==> src/rtl/inst_fetch_if.sv <==
// Instruction-memory request/response bus between the fetch stage and imem.
// The fetch stage drives req/addr; memory answers with ack/rdata in the same cycle.
interface inst_fetch_if;
  logic        req;
  logic [31:0] addr;
  logic        ack;
  logic [31:0] rdata;

  modport master (output req, output addr, input ack, input rdata);
  modport slave  (input req, input addr, output ack, output rdata);
endinterface

==> src/rtl/inst_fetch.sv <==
// Instruction-fetch stage: owns the pc, requests instruction memory and hands
// {pc, instruction} pairs to IF/ID. A one-entry skid buffer absorbs a response
// that lands while decode stalls; a branch redirect squashes the in-flight
// request by discarding the next ack.
module inst_fetch #(
  parameter logic [31:0] RESET_PC = 32'h0000_0000,
  parameter logic [31:0] NOP_INST = 32'h0000_0000
) (
  input  logic                clk,
  input  logic                rst,
  inst_fetch_if.master        imem,
  input  logic                stall_i,
  input  logic                branch_flag_i,
  input  logic [31:0]         branch_target_i,
  output logic [31:0]         if_pc_o,
  output logic [31:0]         if_inst_o,
  output logic                if_valid_o
);

  // BOOT: single idle cycle after reset. FETCH: request outstanding.
  // HOLD: skid buffer full, waiting for decode to accept it.
  localparam logic [1:0] ST_BOOT  = 2'd0;
  localparam logic [1:0] ST_FETCH = 2'd1;
  localparam logic [1:0] ST_HOLD  = 2'd2;

  logic [1:0]  state_q,     state_d;
  logic [31:0] pc_q,        pc_d;
  logic        kill_q,      kill_d;
  logic [31:0] skid_pc_q,   skid_pc_d;
  logic [31:0] skid_inst_q, skid_inst_d;
  logic [31:0] if_pc_q,     if_pc_d;
  logic [31:0] if_inst_q,   if_inst_d;
  logic        if_valid_q,  if_valid_d;

  logic [31:0] pc_inc;

  assign pc_inc = pc_q + 32'd4;

  // Next-state: boot, branch redirect, then the per-state fetch/skid handling.
  always_comb begin
    // NOTE: every _d defaults to its _q first, so a path that does not assign
    // a signal simply holds it instead of inferring a latch.
    state_d     = state_q;
    pc_d        = pc_q;
    kill_d      = kill_q;
    skid_pc_d   = skid_pc_q;
    skid_inst_d = skid_inst_q;
    if_pc_d     = if_pc_q;
    if_inst_d   = if_inst_q;
    if_valid_d  = if_valid_q;

    if (state_q == ST_BOOT) begin
      state_d = ST_FETCH;
    end else if (branch_flag_i) begin
      // Redirect wins over stall and ack. A request still waiting for its ack
      // will return stale data, so mark that one ack for discard.
      pc_d       = {branch_target_i[31:2], 2'b00};
      state_d    = ST_FETCH;
      kill_d     = (state_q == ST_FETCH) && !imem.ack;
      if_valid_d = 1'b0;
      if_inst_d  = NOP_INST;
    end else begin
      case (state_q)
        ST_FETCH: begin
          if (imem.ack) begin
            if (kill_q) begin
              // Stale response from before the redirect; re-request pc_q.
              kill_d = 1'b0;
              if (!stall_i) begin
                if_valid_d = 1'b0;
                if_inst_d  = NOP_INST;
              end
            end else if (stall_i) begin
              skid_pc_d   = pc_q;
              skid_inst_d = imem.rdata;
              pc_d        = pc_inc;
              state_d     = ST_HOLD;
            end else begin
              if_pc_d    = pc_q;
              if_inst_d  = imem.rdata;
              if_valid_d = 1'b1;
              pc_d       = pc_inc;
            end
          end else if (!stall_i) begin
            if_valid_d = 1'b0;
            if_inst_d  = NOP_INST;
          end
        end
        ST_HOLD: begin
          if (!stall_i) begin
            if_pc_d    = skid_pc_q;
            if_inst_d  = skid_inst_q;
            if_valid_d = 1'b1;
            state_d    = ST_FETCH;
          end
        end
        default: begin
          state_d = ST_BOOT;
        end
      endcase
    end
  end

  // State and output registers, cleared asynchronously by rst.
  always_ff @(posedge clk or negedge rst) begin
    if (!rst) begin
      state_q     <= ST_BOOT;
      pc_q        <= RESET_PC;
      kill_q      <= 1'b0;
      skid_pc_q   <= 32'h0000_0000;
      skid_inst_q <= NOP_INST;
      if_pc_q     <= 32'h0000_0000;
      if_inst_q   <= NOP_INST;
      if_valid_q  <= 1'b0;
    end else begin
      // NOTE: non-blocking so every register samples the pre-edge values,
      // independent of statement order.
      state_q     <= state_d;
      pc_q        <= pc_d;
      kill_q      <= kill_d;
      skid_pc_q   <= skid_pc_d;
      skid_inst_q <= skid_inst_d;
      if_pc_q     <= if_pc_d;
      if_inst_q   <= if_inst_d;
      if_valid_q  <= if_valid_d;
    end
  end

  assign imem.req   = (state_q == ST_FETCH);
  assign imem.addr  = pc_q;
  assign if_pc_o    = if_pc_q;
  assign if_inst_o  = if_inst_q;
  assign if_valid_o = if_valid_q;

endmodule

==> src/flat_wrapper.sv <==
// flat-port wrapper written by rule: the top's interface ports become plain ports
module inst_fetch_flat 
#(
  parameter logic [31:0] RESET_PC = 32'h0000_0000,
  parameter logic [31:0] NOP_INST = 32'h0000_0000
)
  (clk, rst, stall_i, branch_flag_i, branch_target_i, if_pc_o, if_inst_o, if_valid_o, imem_req, imem_addr, imem_ack, imem_rdata);
  inst_fetch_if imem_i ();
  input  logic clk;
  input  logic rst;
  input  logic stall_i;
  input  logic branch_flag_i;
  input  logic [31:0] branch_target_i;
  output logic [31:0] if_pc_o;
  output logic [31:0] if_inst_o;
  output logic if_valid_o;
  output wire logic [$bits(imem_i.req)-1:0] imem_req;
  output wire logic [$bits(imem_i.addr)-1:0] imem_addr;
  input wire logic [$bits(imem_i.ack)-1:0] imem_ack;
  input wire logic [$bits(imem_i.rdata)-1:0] imem_rdata;
  assign imem_req = imem_i.req;
  assign imem_addr = imem_i.addr;
  assign imem_i.ack = imem_ack;
  assign imem_i.rdata = imem_rdata;
  inst_fetch #(.RESET_PC(RESET_PC), .NOP_INST(NOP_INST)) u_core (.clk(clk), .rst(rst), .imem(imem_i), .stall_i(stall_i), .branch_flag_i(branch_flag_i), .branch_target_i(branch_target_i), .if_pc_o(if_pc_o), .if_inst_o(if_inst_o), .if_valid_o(if_valid_o));
endmodule
==> config.mk <==
export PLATFORM = sky130hd
export DESIGN_NAME = inst_fetch_flat
export DESIGN_NICKNAME = d
export VERILOG_FILES = /design/src/rtl/inst_fetch_if.sv /design/src/rtl/inst_fetch.sv /design/src/flat_wrapper.sv
export SDC_FILE = /design/constraint.sdc
export NUM_CORES = 1
export LEC_CHECK = 0
export CAP_MARGIN = 5
export CORE_ASPECT_RATIO = 0.6
export CORE_UTILIZATION = 52
export CTS_CLUSTER_SIZE = 25
export DETAILED_ROUTE_END_ITERATION = 10
export PLACE_DENSITY = 0.92
export SLEW_MARGIN = 20
export SYNTH_ARGS = -nofsm -noshare
export SYNTH_HDL_FRONTEND = slang
export SYNTH_SLANG_ARGS = --single-unit
export TNS_END_PERCENT = 20
==> constraint.sdc <==
create_clock -name clk -period 2.7 [get_ports clk]
set_input_delay 0.405 -clock clk [delete_from_list [all_inputs] [get_ports clk]]
set_output_delay 0.405 -clock clk [all_outputs]
set_load 0.01 [all_outputs]
== After elaboration in Yosys (flattened, before gate mapping) ==
Index checks and enable logic that the tools add are counted.
Cells by class
  add/sub/neg operators: 1
  eq/ne operators: 13
  muxes and demuxes: 32
  bitwise operators: 3
  reductions and logical operators: 14
Operators with widths (count)
  32-bit two-way mux: 14
  32-bit one-hot mux with 2 select lines: 2
  32-bit by 3-bit adder with 32-bit output (second input constant): 1
  2-bit two-way mux: 6
  4-bit AND reduction: 3
  1-bit two-way mux: 8
  2-bit != test (second input constant): 4
  4-bit by 3-bit != test with 1-bit output (second input constant): 2
  7-bit AND reduction: 1
  6-bit AND reduction: 1
  2-bit nonzero test: 3
  5-bit by 4-bit != test with 1-bit output (second input constant): 1
  4-bit by 2-bit != test with 1-bit output (second input constant): 1
  4-bit != test (second input constant): 1
  2-bit one-hot mux with 2 select lines: 1
  3-bit != test (second input constant): 1
  1-bit NOT: 3
  3-bit AND reduction: 1
  3-bit nonzero test: 1
  2-bit by 1-bit == test with 1-bit output (second input constant): 1
  2-bit == test (second input constant): 1
  2-bit zero test: 1
  2-bit by 1-bit != test with 1-bit output (second input constant): 1
  1-bit one-hot mux with 2 select lines: 1
  3 further kinds: 3
Word-level totals
  register bits after elaboration: 164
  bits of input ports: 69
  output and inout port bits: 98
  logic and storage cells: 71

== Logic depth before layout (Yosys ltp) ==
Gate-level depths: netlist of run 1.
  word-level depth: 6
  gate-level depth with buffers: 9
  mapped depth without buffers: 6

== Worst setup path before layout of run 1 ==
No wires, ideal clock.
  path kind: register to register
  from: register u_core.pc_q[2] (netlist: u_core.imem.addr[2])
  to: register u_core.pc_q[24] (netlist: u_core.imem.addr[24])
  setup time: 128 ps
  data arrival time: 1956 ps
  data required time: 2572 ps
  setup slack: 616 ps
  stages on the path, launching flop included: 7
  buffers on the path: 0
  clock period less this slack: 2084 ps
  path through: dfrtp_1 -> ha_1 -> nand4_1 -> or3_1 -> nor4_2 -> mux2i_1 -> nand3_1
Between the ends
  word-level cells in the longest chain between the ends: 5
RTL lines
  start: declaration: line inst_fetch.sv:27  | logic [31:0] pc_q, pc_d;
  start signal: assignment: line inst_fetch.sv:119  | pc_q <= pc_d;
  32-bit by 3-bit adder with 32-bit output: line inst_fetch.sv:37  | assign pc_inc = pc_q + 32'd4;
  32-bit two-way mux: line inst_fetch.sv:66  | if (kill_q) begin
  32-bit two-way mux: line inst_fetch.sv:65  | if (imem.ack) begin
  32-bit two-way mux: line inst_fetch.sv:63  | case (state_q)
  32-bit two-way mux: line inst_fetch.sv:54  | end else if (branch_flag_i) begin
Every way passes these cells. The select of a mux whose other input is x is not followed.
A chain may end at the register's enable or synchronous reset.

== Worst setup path in the final report of run 1 ==
  from: register u_core.state_q[1]
  to: output imem_req
Between the ends
  word-level cells in the longest chain between the ends: 1
RTL lines
  start: declaration: line inst_fetch.sv:26  | logic [1:0] state_q, state_d;
  start signal: assignment: line inst_fetch.sv:118  | state_q <= state_d;
  2-bit by 1-bit == test with 1-bit output: line inst_fetch.sv:129  | assign imem.req = (state_q == ST_FETCH);
  end: declaration: line flat_wrapper.sv:17  | output wire logic [$bits(imem_i.req)-1:0] imem_req;
Every way passes these cells.

==> results of run 1 <==
==> synth_stat cells, drive strengths merged, types with 2 or more instances <==
cell	n
dfrtp	158
a21oi	91
o21ai	91
nand2	89
mux2	61
nand3	51
clkbuf	49
mux2i	33
nor2	33
o31ai	32
buf	29
nand4	14
nor3	9
o22ai	8
nor4	7
and3	5
nor2b	5
a2bb2oi	4
a31oi	4
inv	4
a21o	3
a22oi	3
nor3b	3
o21a	3
o22a	3
or2	3
a311oi	2
a41o	2
and2	2
and4	2
or3	2
==> critical path: stages (launching register included) <==
cell and delay (ps):
dfrtp_1 510, and2b_1 330, clkdlybuf4s50_1 590
==> report_power, final <==
part | switching (uW) | total, uW | internal (uW)
clock | 987 | 2600 | 1610
sequential | 534 | 3560 | 3020
combinational | 971 | 2150 | 1180
==> area by class of cell <==
type	count	area, sq um	area share (%)
flip-flops and latches	158	3950	38.2
well taps	198	248	2.39
repair buffers	186	1860	17.9
multi-input cells	581	3640	35.2
clock buffers	21	460	4.45
inverters	4	15.0	0.145
clock inverters	11	180	1.74
==> how the worst min path moves through the flow <==
stage | cells after the start | slack, ps | to | start
floorplan | 0 | 110 | u_core.if_inst_o[0] | rst
global placement | 1 | 400 | u_core.imem.addr[19] | rst
detailed placement | 1 | 400 | u_core.imem.addr[21] | rst
CTS | 2 | 490 | u_core.if_pc_o[27] | u_core.if_pc_o[27]
global route | 2 | 510 | u_core.if_pc_o[27] | u_core.if_pc_o[27]
finish | 2 | 480 | u_core.if_pc_o[27] | u_core.if_pc_o[27]
==> cells by family after synthesis <==
| group | share of synthesized area, % |
|---|---|
| adders and majority gates | 0.158 |
| buffers and inverters | 4.44 |
| muxes | 12.9 |
| other | 0.0474 |
| DFF | 50.0 |
| AOI/OAI and AO/OA | 18.3 |
| and+or+nand+nor | 14.2 |
==> layer usage <==
metal / up-vias / part of all wire [%] / track usage (%)
met4: 0 / 2.0 / 10.4
met3: 44 / 8.8 / 7.26
li1: 3219 / - / -
met1: 3461 / 44 / 40.4
met5: - / 0 / 0
met2: 364 / 45 / 42.9
==> sequential cells by signal, summed over array words and instances (netlist names) <==
register / flops
u_core.if_inst_o: 32
u_core.skid_inst_q: 32
u_core.if_pc_o: 30
u_core.imem.addr: 30
u_core.skid_pc_q: 30
u_core.state_q: 2
u_core.if_valid_o: 1
u_core.kill_q: 1
==> per-stage QoR <==
stage               cell area, sq um  util [%]  hold WS [ps]  setup slack [ps]  cells
global placement                9710      66.1           398               349   1126
CTS                            10400      70.6           485               447   1159
detailed placement              9710      66.1           401               247   1126
finish                         10400      70.6           480               445   1159
global route                   10400      70.6           509               353   1159
floorplan                       7920         -           109               616    821
==> flow_summary.toml, run 1 <==
[outcome]
outcome = "finished clean"

[clock_network]
clkLatencyLatePin_ps = 430
clock-sinks = 158
postCtsSetupRepairBufs = 0
cts_tree = "built"
cts_buffers = 17
clock_path_buffers = 2
h-tree-depth = 4
cts-resized-gates = 0
root_buffer = "clkbuf_16"
cts.clk_slew.worst_paths_ps = 60
hold_buffers = 1

[worst_setup_path]
worstSetupEndpoint = "imem_req"
critPathLaunchType = "flop"
crit_type = "reg2out"
regToRegSetupSlack_ps = 490
worstSetupStartpoint = "u_core.state_q[1]"
r2r_end = "u_core.imem.addr[29]"
critPathMaxFanout = 12
r2r-start = "u_core.imem.addr[7]"
ff2ff_path_depth = 5
crit_path_end_kind = "output port"
crit_required_ps = 2300
crit_arrival_ps = 1850

[global_routing]
antenna_found_initial = 0
grt_pass1_vias = 6844
grt_max_degree = 98
track_usage_pct = 28.7
grt-ovfl-total = 0
grt_pass1_wl_um = 35500

[placement]
place.gp.congestion = 0.871
post-dp-hpwl_um = 14200
port-buffer-count = 160

[routing]
vias = 7088
post_drt_wl_per_cell_um = 19.0
drt-initial-drc-count = 754
drc = 0
drt_pass1_iterations = 6
wl_um = 22000
via_per_inst = 6.12
ant_nets = 0

[timing]
max_slew.worst_pin.slew_ps = 793
max_freq_mhz = 444
max-slew-margin-rel_pct = 46.6
rsz0062_at_grt = "false"
finalCritPeriodShare_pct = 83.5
tns_ps = 0
finalMaxSlewViolations = 0
hold_viol = 0
skew_ps = 12.0
period_minus_slack_ps = 2250
finalSetupViolations = 0

[synthesis]
postSynthAreaPerCell_sq_um = 9.67
syn_inst = 818
yosysSeqAreaShare_pct = 50.0
ys_ff_latch = 158
synth_edf_count = 0
synth-main-ff-cell = "dfrtp_1"
ys.warnings.count = 0
synth_top_area_share_pct = 50.0
yosysTopAreaCell = "dfrtp_1"
yosysUniqueCellTypes = 54
netlist_area_sq_um = 7910
synthArstFlopShare_pct = 100
synth_area_leaders = "dfrtp_1 (50%), mux2_2 (8.7%), a21oi_1 (5.8%), o21ai_0 (5.7%), mux2i_1 (4.2%)"

[floorplan]
ios = 167
start_util_pct = 53.9
die_h_um = 97.6
core_sq_um = 14700
die-width_um = 161
rows = 34
dieArea_sq_um = 15700

[power]
vdd_drop_max_v = 0.000467
total_power_uw = 8310
powerDensity_nw_per_um2 = 802
p_leak_uw = 0.00416

[flow_run]
maxCapViolations = 0

[finish]
layout-drive-gt1-share_pct = 14.4
fin_nets = 1018
layout_common_cells = "clkdlybuf4s50_1 (158), dfrtp_1 (158), a21oi_1 (90), o21ai_0 (90), nand2_1 (87)"
antenna_cells = 0
area_growth_pct = 30.9
fillCellCount = 1052

[min_path]
hold_class = "reg2reg"
(Power assumes the default switching activity.)
==> inputs of run 2 (changes only) <==
==> constraint.sdc (replaced) <==
create_clock -name clk -period 2.3 [get_ports clk]
set_input_delay 0.345 -clock clk [delete_from_list [all_inputs] [get_ports clk]]
set_output_delay 0.345 -clock clk [all_outputs]
set_load 0.01 [all_outputs]
==> flow_summary.toml, run 2 (synthesis results as in run 1) <==
[routing]
drt_pass1_iterations = 5
wl_um = 21700
vias = 7113
ant_nets = 0
post_drt_wl_per_cell_um = 18.6
drt-initial-drc-count = 792
via_per_inst = 6.08
drc = 0

[worst_setup_path]
crit_required_ps = 1960
r2r-start = "u_core.imem.addr[7]"
regToRegSetupSlack_ps = 190
crit_arrival_ps = 1840
ff2ff_path_depth = 5
critPathMaxFanout = 12
crit_path_end_kind = "output port"
critPathLaunchType = "flop"
r2r_end = "u_core.imem.addr[24]"
crit_type = "reg2out"

[floorplan]
die-width_um = 161
ios = 167
rows = 34
die_h_um = 97.6
core_sq_um = 14700
start_util_pct = 53.9
dieArea_sq_um = 15700

[power]
vdd_drop_max_v = 0.000663
p_leak_uw = 0.00421
powerDensity_nw_per_um2 = 920

[timing]
whs_ps = 304
period_minus_slack_ps = 2190
hold_viol = 0
max_slew.worst_pin.slew_ps = 613
rsz0062_at_grt = "false"
tns_ps = 0
skew_ps = 12.5
finalSetupViolations = 0
finalCritPeriodShare_pct = 95.2
max-slew-margin-rel_pct = 58.7
max_freq_mhz = 457
finalMaxSlewViolations = 0

[finish]
layout-drive-gt1-share_pct = 15.2
layout_common_cells = "clkdlybuf4s50_1 (158), dfrtp_1 (158), a21oi_1 (90), o21ai_0 (90), nand2_1 (87)"
multi_input_area_sq_um = 3640
fin_nets = 1028
final-seq-area_sq_um = 3950
fillCellCount = 1069
area_growth_pct = 31.7
antenna_cells = 0

[clock_network]
cts.clk_slew.worst_paths_ps = 60
cts_buffers = 17
clkLatencyLatePin_ps = 420
cts_tree = "built"
clock-sinks = 158
postCtsSetupRepairBufs = 0
root_buffer = "clkbuf_16"
h-tree-depth = 4
clock_path_buffers = 2

[min_path]
hold_path.startpoint = "branch_flag_i"
hold_class = "in2reg"
min_to = "u_core.kill_q"
hold-path-cell-count = 2

[global_routing]
grt_pass1_vias = 6964
track_usage_pct = 28.6
grt_pass1_wl_um = 35800
antenna_found_initial = 0
grt_max_degree = 98
grt-ovfl-total = 0

[placement]
port-buffer-count = 160
post-dp-hpwl_um = 14500
place.gp.congestion = 0.896

[flow_run]
maxCapViolations = 0

[outcome]
outcome = "finished clean"
==> run 2: report_power, final <==
group / internal, uW / total, uW / switching (uW)
Combinational: 1410 / 2560 / 1140
Clock: 1710 / 2860 / 1150
Sequential: 3550 / 4160 / 614
==> run 2: critical path, cell delays in order (launching register included) <==
cell	delay, ps
dfrtp_1	520
and2b_1	330
clkdlybuf4s50_1	580
==> run 2: per-stage QoR <==
step	util (%)	setup WS, ps	instance area [sq um]	power (uW)	cells
detailed placement	66.9	23.1	9820	6740	1136
finish	71.0	111	10400	9580	1169
global route	71.0	38.7	10400	10100	1169
global placement	66.9	123	9820	6560	1136
CTS	71.0	112	10400	9600	1169
floorplan	-	216	7920	5350	821
==> run 2: area by class of cell <==
cell class	count	share of cell area, %
well taps	198	2.38
flip-flops and latches	158	37.9
repair buffers	196	18.9
clock buffers	19	4.15
clock inverters	13	1.54
inverters	4	0.144
multi-input cells	581	34.9
==> run 2: how the worst max path moves through the flow <==
stage                                   start              endpoint  slack [ps]  depth (start not counted)
after floorplan           u_core.imem.addr[2]  u_core.imem.addr[24]         220                          6
after global placement               imem_ack    u_core.if_pc_o[27]         120                          7
after detailed placement             imem_ack     u_core.if_pc_o[3]          20                          7
after CTS                   u_core.state_q[1]              imem_req         110                          2
after global routing        u_core.state_q[1]              imem_req          40                          2
final                       u_core.state_q[1]              imem_req         110                          2
==> run 2: timing repair <==
| action | 4_1_cts | 5_1_grt |
|---|---|---|
| endpoints found under the hold margin | 44 | 0 |
| resized for setup | 0 | 0 |
| hold buffers | 1 | 0 |
==> run 2: layer usage <==
metal	up-vias	global-route usage (%)	wire, um
met3	44	6.06	1880
li1	3241	-	-
met5	-	0	0
met2	350	43.0	9750
met1	3478	41.0	9660
met4	0	9.80	425
